**src/rtl/hash_pkg.sv**
```systemverilog
// hash_pkg: fill-state encoding, per-algorithm default widths and a counter
// width helper shared by the hash host interface files.
package hash_pkg;

    typedef enum logic [1:0] {
        IDLE  = 2'd0,
        FILL  = 2'd1,
        ISSUE = 2'd2
    } fill_state_t;

    // ECHO defaults: 16-bit host bus, 1536-bit block, 256-bit digest.
    localparam int ECHO_BUS_W   = 16;
    localparam int ECHO_BLOCK_W = 1536;
    localparam int ECHO_HASH_W  = 256;

    // Width of an index counter over n words; never narrower than one bit.
    function automatic int cnt_w(input int n);
        return (n > 1) ? $clog2(n) : 1;
    endfunction

endpackage

```
**src/rtl/hash_host_rd.sv**
```systemverilog
// hash_host_rd: digest capture register and fetch serialiser.
// The captured digest sits in a shift register whose top word is always the
// next word to hand out, so no variable indexing is needed.
module hash_host_rd
    import hash_pkg::*;
#(
    parameter int BUS_W  = ECHO_BUS_W,
    parameter int HASH_W = ECHO_HASH_W
) (
    input  logic              clk,
    input  logic              rst,
    input  logic              clr,
    input  logic              fetch_go,
    input  logic              core_done,
    input  logic [HASH_W-1:0] core_hash,
    output logic              hash_valid,
    output logic [BUS_W-1:0]  odata
);

    localparam int              WPH     = HASH_W / BUS_W;
    localparam int              RD_W    = cnt_w(WPH);
    localparam logic [RD_W-1:0] RD_LAST = RD_W'(WPH - 1);

    logic [HASH_W-1:0] hash_sr;
    logic [RD_W-1:0]   rd_cnt;

    // Capture on core_done, shift out one word per accepted fetch. A digest
    // arriving with an accepted fetch replaces the old one, while the word
    // being acked still comes from the old digest.
    always_ff @(posedge clk) begin
        if (rst) begin
            hash_sr    <= '0;
            rd_cnt     <= '0;
            hash_valid <= 1'b0;
            odata      <= '0;
        end else begin
            if (fetch_go) begin
                odata <= hash_sr[HASH_W-1 -: BUS_W];
            end
            if (clr) begin
                rd_cnt     <= '0;
                hash_valid <= 1'b0;
            end else if (core_done) begin
                hash_sr    <= core_hash;
                rd_cnt     <= '0;
                hash_valid <= 1'b1;
            end else if (fetch_go) begin
                hash_sr <= hash_sr << BUS_W;
                if (rd_cnt == RD_LAST) begin
                    rd_cnt     <= '0;
                    hash_valid <= 1'b0;
                end else begin
                    rd_cnt <= rd_cnt + 1'b1;
                end
            end
        end
    end

endmodule

```
**src/rtl/hash_host_if.sv**
```systemverilog
// hash_host_if: host word interface for the hash cores. Assembles BUS_W-bit
// words (MSW first) into BLOCK_W-bit blocks for the core and serialises the
// digest back to the host through hash_host_rd.
// Build option HASH_HOST_IF_DBUF_EN: adds a separate fill buffer so the next
// block can be loaded while the core is still compressing.
//
// state | meaning
// ------+-------------------------------------------------------------
// IDLE  | out of reset, no message open; loads are not acked
// FILL  | accepting message words into the fill register
// ISSUE | full block waiting for the core to go idle before core_start
module hash_host_if
    import hash_pkg::*;
#(
    parameter int BUS_W   = ECHO_BUS_W,
    parameter int BLOCK_W = ECHO_BLOCK_W,
    parameter int HASH_W  = ECHO_HASH_W
) (
    input  logic               clk,
    input  logic               rst,
    input  logic               init,
    input  logic               load,
    input  logic               fetch,
    input  logic [BUS_W-1:0]   idata,
    output logic [BUS_W-1:0]   odata,
    output logic               ack,
    output logic               core_init,
    output logic               core_start,
    output logic [BLOCK_W-1:0] core_blk,
    input  logic               core_busy,
    input  logic               core_done,
    input  logic [HASH_W-1:0]  core_hash
);

    localparam int              WPB     = BLOCK_W / BUS_W;
    localparam int              WR_W    = cnt_w(WPB);
    localparam logic [WR_W-1:0] WR_LAST = WR_W'(WPB - 1);

    fill_state_t     state;
    logic [WR_W-1:0] wr_cnt;
    logic            hash_valid;
    logic            fill_open;
    logic            load_go;
    logic            fetch_go;

`ifdef HASH_HOST_IF_DBUF_EN
    logic [BLOCK_W-1:0] fill_buf;

    assign fill_open = (state == FILL);

    // Fill buffer: words shift in at the LSB end, so the first word ends at the MSW.
    always_ff @(posedge clk) begin
        if (load_go) begin
            fill_buf <= {fill_buf[BLOCK_W-BUS_W-1:0], idata};
        end
    end
`else
    // core_blk doubles as the fill register, so it must not change under a busy core.
    assign fill_open = (state == FILL) && !core_busy;
`endif

    // init beats load beats fetch; nothing is accepted during an ack cycle.
    assign load_go  = load && !ack && !init && fill_open;
    assign fetch_go = fetch && !ack && !init && !load_go && hash_valid;

    // Fill FSM with registered ack / core_init / core_start / core_blk.
    always_ff @(posedge clk) begin
        if (rst) begin
            state      <= IDLE;
            wr_cnt     <= '0;
            ack        <= 1'b0;
            core_init  <= 1'b0;
            core_start <= 1'b0;
            core_blk   <= '0;
        end else begin
            ack        <= load_go || fetch_go;
            core_init  <= init;
            core_start <= 1'b0;
            if (init) begin
                state  <= FILL;
                wr_cnt <= '0;
            end else begin
                case (state)
                    FILL: begin
                        if (load_go) begin
`ifndef HASH_HOST_IF_DBUF_EN
                            core_blk <= {core_blk[BLOCK_W-BUS_W-1:0], idata};
`endif
                            if (wr_cnt == WR_LAST) begin
                                wr_cnt <= '0;
                                // An idle core takes the block straight away so
                                // core_start lines up with the last word's ack.
                                if (core_busy) begin
                                    state <= ISSUE;
                                end else begin
                                    core_start <= 1'b1;
`ifdef HASH_HOST_IF_DBUF_EN
                                    core_blk <= {fill_buf[BLOCK_W-BUS_W-1:0], idata};
`endif
                                end
                            end else begin
                                wr_cnt <= wr_cnt + 1'b1;
                            end
                        end
                    end
                    ISSUE: begin
                        if (!core_busy) begin
`ifdef HASH_HOST_IF_DBUF_EN
                            core_blk <= fill_buf;
`endif
                            core_start <= 1'b1;
                            state      <= FILL;
                        end
                    end
                    default: ;
                endcase
            end
        end
    end

    hash_host_rd #(
        .BUS_W  (BUS_W),
        .HASH_W (HASH_W)
    ) u_rd (
        .clk        (clk),
        .rst        (rst),
        .clr        (init),
        .fetch_go   (fetch_go),
        .core_done  (core_done),
        .core_hash  (core_hash),
        .hash_valid (hash_valid),
        .odata      (odata)
    );

endmodule

```
**config.mk**
```make
export PLATFORM = sky130hd
export DESIGN_NAME = hash_host_if
export DESIGN_NICKNAME = d
export VERILOG_FILES = /design/src/rtl/hash_pkg.sv /design/src/rtl/hash_host_rd.sv /design/src/rtl/hash_host_if.sv
export SDC_FILE = /design/constraint.sdc
export NUM_CORES = 2
export LEC_CHECK = 0
export ABC_CLOCK_PERIOD_IN_PS = 2400
export BUFFER_PORTS_ARGS = -buffer_cell sky130_fd_sc_hd__buf_2
export CAP_MARGIN = 0
export CELL_PAD_IN_SITES_DETAIL_PLACEMENT = 0
export CELL_PAD_IN_SITES_GLOBAL_PLACEMENT = 2
export CORE_AREA = 2 2 725 727
export CTS_BUF_LIST = sky130_fd_sc_hd__clkbuf_8
export CTS_CLUSTER_SIZE = 12
export DETAILED_ROUTE_END_ITERATION = 7
export DIE_AREA = 0 0 727 729
export PLACE_DENSITY_LB_ADDON = 0.1
export SLEW_MARGIN = 20
export SYNTH_ARGS = -nofsm -noshare
export SYNTH_HDL_FRONTEND = slang
export SYNTH_SLANG_ARGS = --single-unit
```
**constraint.sdc**
```tcl
create_clock -name clk -period 2.4 [get_ports clk]
set_clock_uncertainty 0.2 [all_clocks]
set_input_delay 0.12 -clock clk [delete_from_list [all_inputs] [get_ports clk]]
set_output_delay 0.12 -clock clk [all_outputs]
set_load 0.05 [all_outputs]
```
==> results.txt <==
result of the run - finished clean
Comb power frac - 6.3%
share of cells above drive strength 1 - 26.83%
initial antenna violation count - 66
Final Instance Area - 0.1029 sq mm
EDFF count, synth - 0
total wire length - 456.3 mm
post-synthesis average cell area - 8.118 sq um
CP Data Required Time - 3120 ps
Final Hold Fails - 0
critical path's slowest cell - dlygate4sd3_1
ys flop type - dfxtp_1
f_max - 0.4167 GHz
Cell Area, Placed - 0.08400 sq mm
Setup CP Type - in2reg
CP peak stage delay - 1280 ps
H-Tree Depth - 5
Placer Congestion - 0.8023
Worst Setup SP - rst
Pre-antenna DRT Iters - 7
Fin Hold WS - 230.5 ps
FP Rows - 266
area delta synth->final - 60.03%
dpl hpwl - 356.9 mm
hold depth - 2
I/O pin cnt - 1834
hold crit path type - reg2reg
RSZ-0062 raised after global routing - yes
number of buffers added on ports - 1833
Worst Tran Pin Value - 1002 ps
Min Clock Period, post-route - 2400 ps
CTS max path bufs - 4
CP most frequent cell - dlygate4sd3_1
Pleak - 40.34 nW
switch share - 26.90%
CP Max Fanout - 25
core area - 0.5229 sq mm
Worst-path clk slew - 60 ps
final setup fails - 0
CTS buffer count - 406
Int Power - 0.05188 W
Period Utilization, post-route - 100.0%
clock power share - 50.2%
crit end category - register
aggregate global routing overflow - 0
Seq/Total Area, Yosys - 56.81%
reg2reg start - state[1]
Ys Warns - 0
drt initial violations - 2983
total clock sinks - 1825
DRT antenna net count - 0
Worst VDD drop - 377.4 uV
startpoint type of the worst setup path - input port
Sw Pwr - 0.01909 W
vias per cell - 3.690
clock root buffer - clkbuf_8
cells on worst reg2reg path - 11
pwr/cell area - 689.5 mW/mm^2
crit-path cells - dlygate4sd3_1, dlygate4sd3_1, buf_12, dlygate4sd3_1, a21oi_1
DRC - 0
HP Start - u_rd.hash_sr[252]
Syn Inst Count - 7922
first-pass GRT wire length - 604.1 mm
Starting Density - 12.30%
vias in the first global route - 68290
mapped cell area - 0.06431 sq mm
largest net degree at the start of global routing - 121
DIE WIDTH - 727 um
post-detailed-route wirelength per cell - 25.32 um
maxcap violations - 0
count of cell types in the netlist - 35
post-route insts no fill - 18020
syn nets - 8205
placed insts - 16450
fin nets - 11010
DIE HEIGHT - 729 um
sequential power share - 43.5%
DIE AREA - 0.5300 sq mm
Clk Latency, worst-skew pair - 1130 ps
Synth async-reset ratio - 0%
slew margin rel. - 32.96%
total vias in the final route - 66510
Worst EP arrival - 3120 ps
Max Slew Vio Count - 0
GRT Total Usage - 16.33%
Yosys reg bits - 1825
final core utilization - 19.68%
CTS tree - done
kinds of logic (layout without fill, tap and decap cells):
logic type / count (synthesis) / count (layout) / share of synthesized area, %
xor+xnor: 2 / 2 / 0.02724
flops: 1825 / 1825 / 56.81
compound gates: 1828 / 1828 / 15.31
other cells: 0 / 18 / 0
simple gates: 3389 / 3389 / 19.88
buf+inv: 633 / 3748 / 4.140
fa+ha+maj: 4 / 4 / 0.07782
mux: 241 / 241 / 3.751
Yosys cell counts, types with 2 or more instances:
cell / count / area [sq um]
nand2_1: 3114 / 11690
dfxtp_1: 1825 / 36540
a21oi_1: 1561 / 7812
clkbuf_1: 403 / 1513
nor2_1: 250 / 938.4
a211oi_1: 242 / 1817
mux2i_1: 241 / 2412
buf_2: 223 / 1116
a22o_1: 16 / 140.1
ha_1: 4 / 50.05
inv_1: 4 / 15.01
nor3_1: 4 / 20.02
nand3_1: 3 / 15.01
nand3b_1: 3 / 22.52
a31o_2: 2 / 17.52
a41oi_1: 2 / 17.52
and3_1: 2 / 12.51
and3b_1: 2 / 17.52
buf_4: 2 / 15.01
nor2b_1: 2 / 12.51
nor4_1: 2 / 12.51
o21ai_0: 2 / 10.01
metrics by stage:
step	TNS, ps	total power (W)	worst slack, ps
2_1_floorplan	0	0.03302	240.2
3_3_place_gp	-62.24	0.03461	-58.36
3_5_place_dp	-3.833	0.03462	-3.833
4_1_cts	-25.23	0.07293	-17.85
5_1_grt	-57.56	0.07458	-24.44
6_report	0	0.07097	0.05018
power groups by stage:
stage	combinational [W]	clock (W)	sequential [W]
finish	0.00445	0.0357	0.0309
CTS	0.00440	0.0377	0.0309
global route	0.00480	0.0389	0.0309
floorplan	0.00158	0	0.0314
detailed placement	0.00309	0	0.0315
global placement	0.00308	0	0.0315
state kept, by name, indices dropped and copies added, names as in the netlist, 2 cells and up:
name          flops
core_blk       1536
u_rd.rd_cnt       4
u_rd.hash_sr    256
wr_cnt            7
u_rd.odata       16
state             2
metal layers:
| metal | up-vias | global-route usage (%) | part of all wire (%) |
|---|---|---|---|
| li1 | 31800 | - | - |
| met1 | 32230 | 17.95 | 39 |
| met2 | 1869 | 29.07 | 49 |
| met3 | 600 | 5.722 | 7.8 |
| met4 | 16 | 5.560 | 3.8 |
| met5 | - | 0 | 0.023 |
path summary, 6_finish.rpt:
path / endpoint / slack (ps)
hold reg to reg: u_rd.odata[12] / 230
setup / recovery: core_blk[42] / 0.05
setup reg to reg: core_blk[725] / 110
hold / removal: u_rd.odata[12] / 230
worst max-delay path, delay by kind of cell:
family / cells / cell delay, ps
buffers and inverters: 4 / 2820
AO/OA/AOI/OAI: 1 / 80
area by class of cell:
| class | instances | area [sq um] |
|---|---|---|
| timing repair buffer | 3030 | 24140 |
| clock buffer | 485 | 6675 |
| clock inverter | 229 | 1333 |
| antenna | 18 | 45.04 |
| multi-input combinational | 5464 | 25180 |
| tap | 6968 | 8718 |
| fill | 59100 | 419900 |
| sequential | 1825 | 36820 |
| inverter | 4 | 15.01 |
layout by cell type, fill, tap and decap left out, types with 24 or more instances in the layout:
master,n
dfxtp_1,1649
nand2_1,3107
dfxtp_4,24
mux2i_1,241
buf_6,101
a211oi_1,241
buf_4,614
buf_2,1343
dlygate4sd3_1,803
a21oi_1,1557
clkbuf_8,485
dfxtp_2,152
inv_1,181
buf_12,126
nor2_1,249
what timing repair did:
action / CTS / global route
gates resized for setup: 789 / 38
endpoints found under the setup margin: 490 / 572
pin swaps: 1 / 2
hold endpoints to repair: 1825 / 0
hold buffers: 803 / 0
cloned: 2 / 17
setup buffers: 10 / 15
No activity file was read; power rests on OpenSTA's default activity.
